`config.mk`:
```
export PLATFORM = sky130hd
export DESIGN_NAME = hdmi_period_scheduler
export DESIGN_NICKNAME = d
export VERILOG_FILES = /design/src/rtl/hdmi_period_scheduler.sv
export SDC_FILE = /design/constraint.sdc
export NUM_CORES = 1
export LEC_CHECK = 0
export CORE_MARGIN = 4
export CORE_UTILIZATION = 25
export DETAILED_ROUTE_END_ITERATION = 10
export DONT_BUFFER_PORTS = 1
export SLEW_MARGIN = 40
export SYNTH_ARGS = -nofsm -noshare
export SYNTH_HDL_FRONTEND = slang
export SYNTH_SLANG_ARGS = --single-unit
export TNS_END_PERCENT = 100
```
`constraint.sdc`:
```
create_clock -name video_clk_pix -period 1.8 [get_ports video_clk_pix]
set_input_delay 0.27 -clock video_clk_pix [delete_from_list [all_inputs] [get_ports video_clk_pix]]
set_output_delay 0.27 -clock video_clk_pix [all_outputs]
set_load 0.005 [all_outputs]
```
`src/rtl/hdmi_period_scheduler.sv`:
```
// HDMI period scheduler: delays the pixel stream by LEAD clocks so the video preamble
// and leading guard band can be placed in front of every active line.
module hdmi_period_scheduler #(
   parameter bit          HDMI_MODE = 1'b1,
   parameter int unsigned PRE_LEN   = 8,
   parameter int unsigned GB_LEN    = 2
) (
   input  logic        video_clk_pix,
   input  logic        rst_n,
   input  logic        de_in,
   input  logic        hsync_in,
   input  logic        vsync_in,
   input  logic [23:0] rgb_in,
   output logic [7:0]  vd0,
   output logic [7:0]  vd1,
   output logic [7:0]  vd2,
   output logic [1:0]  cd0,
   output logic [1:0]  cd1,
   output logic [1:0]  cd2,
   output logic        vde,
   output logic        gb_en,
   output logic [29:0] gb_sym,
   output logic        short_blank
);

   localparam int unsigned LEAD   = PRE_LEN + GB_LEN;
   localparam int unsigned CNT_W  = 4;
   localparam logic [29:0] GB_SYM = {10'b1011001100, 10'b0100110011, 10'b1011001100};

   typedef struct packed {
      logic        de;
      logic        vs;
      logic        hs;
      logic [23:0] rgb;
   } pix_t;

   typedef enum logic [1:0] {CTRL, PRE, GB, VID} state_e;

   pix_t             pipe_q [LEAD];
   state_e           state_q, state_d;
   logic [CNT_W-1:0] cnt_q, cnt_d;
   logic             sb_q, sb_d;
   logic             vde_q, vde_d;
   logic             gb_en_q, gb_en_d;
   logic [23:0]      vd_q, vd_d;
   logic [5:0]       cd_q, cd_d;
   logic [29:0]      gb_sym_q, gb_sym_d;
   logic             de_d;
   logic             de_rise_c;
   pix_t             pix_d;

   assign pix_d     = pipe_q[LEAD-1];
   assign de_d      = pix_d.de;
   // Stage 0 holds last clock's de_in, so it doubles as the edge detector history.
   assign de_rise_c = de_in & ~pipe_q[0].de;

   always_ff @(posedge video_clk_pix) begin
      if (!rst_n) begin
         for (int unsigned i = 0; i < LEAD; i++) pipe_q[i] <= '0;
      end else begin
         pipe_q[0] <= '{de: de_in, vs: vsync_in, hs: hsync_in, rgb: rgb_in};
         for (int unsigned i = 1; i < LEAD; i++) pipe_q[i] <= pipe_q[i-1];
      end
   end

   always_ff @(posedge video_clk_pix) begin
      if (!rst_n) begin
         state_q  <= CTRL;
         cnt_q    <= '0;
         sb_q     <= 1'b0;
         vde_q    <= 1'b0;
         gb_en_q  <= 1'b0;
         vd_q     <= '0;
         cd_q     <= '0;
         gb_sym_q <= '0;
      end else begin
         state_q  <= state_d;
         cnt_q    <= cnt_d;
         sb_q     <= sb_d;
         vde_q    <= vde_d;
         gb_en_q  <= gb_en_d;
         vd_q     <= vd_d;
         cd_q     <= cd_d;
         gb_sym_q <= gb_sym_d;
      end
   end

   // Next state; a delayed-de rise in CTRL wins over starting a new preamble.
   always_comb begin
      state_d = state_q;
      cnt_d   = cnt_q;
      sb_d    = sb_q;
      if (HDMI_MODE && de_rise_c && !(state_q == CTRL && !de_d)) sb_d = 1'b1;
      case (state_q)
         CTRL: begin
            if (de_d) begin
               state_d = VID;
            end else if (HDMI_MODE && de_rise_c) begin
               state_d = PRE;
               cnt_d   = CNT_W'(PRE_LEN - 1);
            end
         end
         PRE: begin
            if (cnt_q == '0) begin
               state_d = GB;
               cnt_d   = CNT_W'(GB_LEN - 1);
            end else begin
               cnt_d = cnt_q - CNT_W'(1);
            end
         end
         GB: begin
            if (cnt_q == '0) state_d = VID;
            else             cnt_d   = cnt_q - CNT_W'(1);
         end
         VID: begin
            if (!de_d) state_d = CTRL;
         end
         default: state_d = CTRL;
      endcase
   end

   // Outputs are registered from the next state so they line up with the delayed pixels.
   always_comb begin
      vde_d    = (state_d == VID);
      gb_en_d  = (state_d == GB);
      vd_d     = vde_d   ? pix_d.rgb : '0;
      gb_sym_d = gb_en_d ? GB_SYM    : '0;
      cd_d     = cd_q;
      if (state_d != VID) begin
         cd_d[1:0] = {pix_d.vs, pix_d.hs};
         cd_d[3:2] = (state_d == PRE) ? 2'b01 : 2'b00;
         cd_d[5:4] = (state_d == PRE) ? 2'b01 : 2'b00;
      end
   end

   assign vd0         = vd_q[7:0];
   assign vd1         = vd_q[15:8];
   assign vd2         = vd_q[23:16];
   assign cd0         = cd_q[1:0];
   assign cd1         = cd_q[3:2];
   assign cd2         = cd_q[5:4];
   assign vde         = vde_q;
   assign gb_en       = gb_en_q;
   assign gb_sym      = gb_sym_q;
   assign short_blank = sb_q;

endmodule

```
* Yosys cells after proc, flatten, opt, wreduce, memory -nomap -nowiden
Memory sizes are Yosys's and may differ from the RTL's.
Index checks and enable logic that the tools add are counted.
** Operators by class
- Mux-type cells :: 25
- Bitwise operators :: 12
- Reduce and logical (&&, ||, !) cells :: 9
- Add/sub/neg operators :: 1
- Eq/ne operators :: 10
** Operator list (count)
- two-way mux 27 bit :: 10
- two-way mux 30 bit :: 1
- two-way mux 4 bit :: 4
- case mux 4 bit (3 select lines) :: 1
- two-way mux 2 bit :: 5
- bitwise OR 1 bit :: 10
- equality test 2 bit, second input constant :: 4
- inequality test 2 bit, second input constant :: 4
- case mux 2 bit (4 select lines) :: 1
- equality test 2 x 1 -> 1 bit, second input constant :: 2
- zero test 4 bit :: 1
- AND reduction 4 bit :: 1
- subtractor 4 x 1 -> 4 bit, second input constant :: 1
- two-way mux 1 bit :: 3
- nonzero test 3 bit :: 1
- logical AND 1 bit :: 2
- zero test 1 bit :: 2
- zero test 2 bit :: 1
- AND reduction 2 bit :: 1
- bitwise AND 1 bit :: 1
- inverter 1 bit :: 1
** Word-level totals
- Input port bits :: 29
- RAM bits :: 270
- Word-level logic and storage cells :: 66
- Register bits after elaboration :: 69
- Memories kept :: 1
** Memory list
- pipe_q :: depth 10, bits a word 27, read ports 10, clocked after Yosys merged registers in 0, write ports 10, line 39 : pix_t pipe_q [LEAD];

* Longest topological paths before layout
- Depth after elaboration :: 7
- Depth in mapped cells :: 7
- Gate-level depth less buffers :: 6

* Worst setup path after synthesis
Ideal clock, no wire load.
- Path kind :: flip-flop to flip-flop
- Start point :: register state_q[0]
- End point :: register vd_q[12]
- Stages on the path, launching flop included :: 8
- Buffers on the path :: 1
- Path slack :: -0.023 ns
- Clock period less this slack :: 1.823 ns
- Arrival :: 1.708 ns
- Cells stage by stage :: dfxtp_1 -> inv_1 -> ha_1 -> or2_2 -> a221oi_2 -> a2111oi_4 -> buf_6 -> and2_1
** On the way
- Longest elaborated chain between the ends :: 5
- Elaborated cells between the ends (all ways) :: 12
- Classes of those cells :: 4 x eq/ne; 6 x mux; 2 x reduce/logical
** Ends and longest elaborated chain
- start: declaration :: line 40 : state_e state_q, state_d;
- start signal: assignment :: line 77 : state_q <= state_d;
- two-way mux 2 bit :: line 98 : end else if (HDMI_MODE && de_rise_c) begin
- two-way mux 2 bit :: line 96 : if (de_d) begin
- case mux 2 bit (4 select lines) * :: line 94 : case (state_q)
- equality test 2 bit * :: line 124 : vde_d = (state_d == VID);
- AND reduction 2 bit (no source line) *
- end signal: assignment :: line 82 : vd_q <= vd_d;
- end: declaration :: line 45 : logic [23:0] vd_q, vd_d;
Mark *: on every way between the ends. The rest lies on a longest branch, timed or not.
A chain may end at the register's enable or synchronous reset.

* Worst setup path after layout
- Start point :: register cnt_q[1]
- End point :: register vd_q[11]
** On the way
- Longest elaborated chain between the ends :: 5
- Elaborated cells between the ends (all ways) :: 6
- Classes of those cells :: 1 x eq/ne; 3 x mux; 2 x reduce/logical
** Ends and longest elaborated chain
- start: declaration :: line 41 : logic [CNT_W-1:0] cnt_q, cnt_d;
- start signal: assignment :: line 78 : cnt_q <= cnt_d;
- zero test 4 bit * :: line 104, 112
- two-way mux 2 bit (on tied branches) :: line 112, 104
- case mux 2 bit (4 select lines) * :: line 94
- equality test 2 bit * :: line 124
- AND reduction 2 bit (no source line) *
Marked as above.

==> results.json <==
{
  "ir_worst_vdd_v": 0.0006573,
  "drive_above_1_share_pct": 7.143,
  "p_seq_share_pct": 50.0,
  "path_buf_inv": 2,
  "synthTopCellsByArea": "dfxtp_1 69%, and2_1 21%, buf_4 2.8%",
  "finalWorstSetupSlack_ns": -0.02033,
  "numCtsBuffers": 28,
  "synth.avg_cell_area_um2": 12.13,
  "syn-cell-area_mm2": 0.008832,
  "internal-power_w": 0.01104,
  "drv_cap": 0,
  "worst-path-max-fanout": 25,
  "r2r_start": "cnt_q[1]",
  "clkLatencyLatePin_ns": 0.52,
  "grt_max_degree": 151,
  "min_path_type": "in2reg",
  "setup_viol": 18,
  "violations": "setup timing",
  "hold_viol_final": 0,
  "fin_skew_ns": 0.006819,
  "fin_crit_sh_pct": 101.1,
  "synth-compound-area-share_pct": 2.408,
  "slowest_stage": "a2111oi_4",
  "drc": 0,
  "async_flop_share_pct": 0,
  "synth_ff_type": "dfxtp_1",
  "fillCellCount": 3559,
  "first_global_vias": 4593,
  "vias": 4716,
  "dieArea_mm2": 0.03840,
  "viasPerCell": 3.455,
  "power_density_mw_per_mm2": 1195,
  "routed_wl_mm": 12.72,
  "io_buffers": 0,
  "post_drt_wl_per_cell_um": 9.316,
  "synth_fa_ha_area_share_pct": 0.9916,
  "synth_top_area_share_pct": 69.36,
  "grt_use_total_pct": 6.670,
  "die_w_um": 196.0,
  "rsz0062_at_grt": "true",
  "crit_family": "compound AO/OA/AOI/OAI gates",
  "cts.clk_slew.worst_paths_ns": 0.06,
  "critPathLaunchType": "flip-flop",
  "crit_start": "cnt_q[1]",
  "ys_ff_latch": 306,
  "synthCells": 728,
  "utilization_pct": 34.21,
  "critPathArrivalTime_ns": 2.28,
  "rows": 68,
  "routabilityCongestion": 0.6926,
  "synthSimpleGateAreaFrac_pct": 22.34,
  "required_ns": 2.26,
  "core_mm2": 0.03471,
  "power_frac_clock_pct": 39.2,
  "synth_top_area_cell": "dfxtp_1",
  "p_comb_share_pct": 10.9,
  "synth.distinct_cells": 39,
  "diodes": 0,
  "antenna_found_initial": 0,
  "synth.yosys.seq_area_share_pct": 69.36,
  "cp-end-kind": "flip-flop",
  "grt.overflow.total": 0,
  "power.static_leakage_nw": 5.141,
  "synthXorXnorAreaFrac_pct": 0,
  "synth_mux_area_share_pct": 0.2267,
  "pre_cts_slack_ns": -0.1019,
  "ios": 92,
  "worstPathCellList": "inv_1, ha_4, nor3b_4, o22a_1, a2111oi_4, buf_12, and2_1",
  "post-cts-setup-buffers": 0,
  "stdcell_count": 1365,
  "cts_num_sinks": 306,
  "min_period_ns": 1.820,
  "cts_tree": "done",
  "setup.worst_path.class": "reg2reg",
  "start_util_pct": 25.44,
  "slew_viol_final": 0,
  "clock_path_buffers": 3,
  "yosys_warnings": 0,
  "synth_top_family_by_area": "simple AND/OR/NAND/NOR gates",
  "firstDrtPassIters": 4,
  "switchingPower_w": 0.003151,
  "synth_edf_count": 0,
  "syn_to_final_growth_pct": 34.45,
  "switching_share_pct": 22.20,
  "cpPeakStageDelay_ns": 0.42,
  "drtIter0Drc": 125,
  "timing.fmax_mhz": 549.4,
  "place_inst": 1140,
  "htree_levels": 1,
  "dp_hpwl_mm": 6.363,
  "nets": 928,
  "ant_nets": 0,
  "whs_ns": 0.1342,
  "outcome": "finished, violations left",
  "hold_start": "de_in",
  "clockRootBuffer": "clkbuf_16",
  "die_h_um": 196.0,
  "grt_pass1_wl_mm": 21.82
}
==> cell usage in the layout, fill, tap and decap left out, types with 2 or more instances in the layout <==
cell,Yosys,final
dlygate4sd3_1,0,176
inv_1,6,3
ha_1,7,2
clkbuf_1,31,13
nand2_1,6,6
a211oi_2,1,2
mux2i_1,2,2
ha_2,0,2
buf_4,33,6
clkbuf_16,0,29
dfxtp_1,306,302
or3b_1,2,2
conb_1,1,17
bufinv_16,0,2
ha_4,0,3
clkinv_2,0,2
and2_1,295,295
nand2b_1,3,3
a21oi_1,4,3
o21ai_0,3,3
inv_2,0,3
dfxtp_2,0,4
o21a_1,2,2
clkbuf_8,0,2
==> metrics by stage <==
step / TNS [ns] / total power [W] / cell area (µm²)
after floorplan: 0 / 0.008404 / 8929
after global placement: 0 / 0.008375 / 9176
after detailed placement: -1.970 / 0.008501 / 9176
after CTS: -0.6145 / 0.01442 / 11880
after global routing: -2.043 / 0.01488 / 11880
final: -0.1470 / 0.01419 / 11880
==> routing by layer <==
layer | wire, µm | vias up | global-route usage [%]
li1 | - | 2509 | -
met1 | 6269 | 2077 | 8.957
met2 | 5412 | 98 | 10.46
met3 | 662 | 32 | 1.786
met4 | 374 | 0 | 2.198
met5 | 0 | - | 0
==> registers in the layout, summed over array words and instances (netlist names) <==
name and flops:
pipe_q 270, vd_q 24, cnt_q 4, cd_q 3, state_q 2, gb_sym 1, short_blank 1, vde 1
==> cells in the mapped netlist (all sizes together), types with 2 or more instances <==
cell type	n
dfxtp	306
and2	295
buf	35
clkbuf	31
ha	7
inv	6
nand2	6
a21oi	4
o21ai	4
a211oi	3
nand2b	3
mux2i	2
o21a	2
o22ai	2
or3b	2
==> logic make-up (layout without fill, tap and decap cells) <==
| kind of cell | after synthesis | count (layout) |
|---|---|---|
| AO/OA/AOI/OAI | 25 | 25 |
| adder cells (fa/ha/maj) | 7 | 7 |
| buffers and inverters | 72 | 238 |
| flip-flops | 306 | 306 |
| multiplexers | 2 | 2 |
| other | 1 | 17 |
| AND/OR/NAND/NOR | 315 | 315 |
==> timing repair <==
item                       in CTS  in global routing
pin swaps                       1                  0
hold endpoints to repair      277                  0
hold buffers                  177                  0
resized for setup              11                  0
setup endpoints to repair      29                 28
==> worst paths after layout <==
path,end,slack [ns],cells past startpoint
max,vd_q[11],-0.02,7
min,short_blank,0.13,3
max reg2reg,vd_q[11],-0.02,7
min reg2reg,vd_q[2],0.42,1
==> layout make-up <==
type | instances | area, µm² | share of cell area [%]
multi-input combinational | 366 | 2426 | 20.43
inverter | 6 | 22.52 | 0.1897
clock buffer | 44 | 802.0 | 6.754
sequential | 306 | 6131 | 51.63
clock inverter | 4 | 70.07 | 0.5900
tap | 455 | 569.3 | 4.794
timing repair buffer | 184 | 1854 | 15.61
==> worst register-to-register path, cell delays in order (launching register included) <==
cell       delay [ns]
dfxtp_2          0.35
inv_1            0.08
ha_4             0.17
nor3b_4          0.16
o22a_1           0.25
a2111oi_4        0.42
buf_12           0.19
and2_1           0.14
==> power by group through the flow <==
stage,sequential [W],clock (W),combinational [W]
floorplan,0.00723,0,0.00118
global placement,0.00721,0,0.00116
detailed placement,0.00723,0,0.00128
CTS,0.00709,0.00579,0.00155
global route,0.00710,0.00608,0.00169
finish,0.00709,0.00556,0.00155
Power figures use the tool's default switching activity.
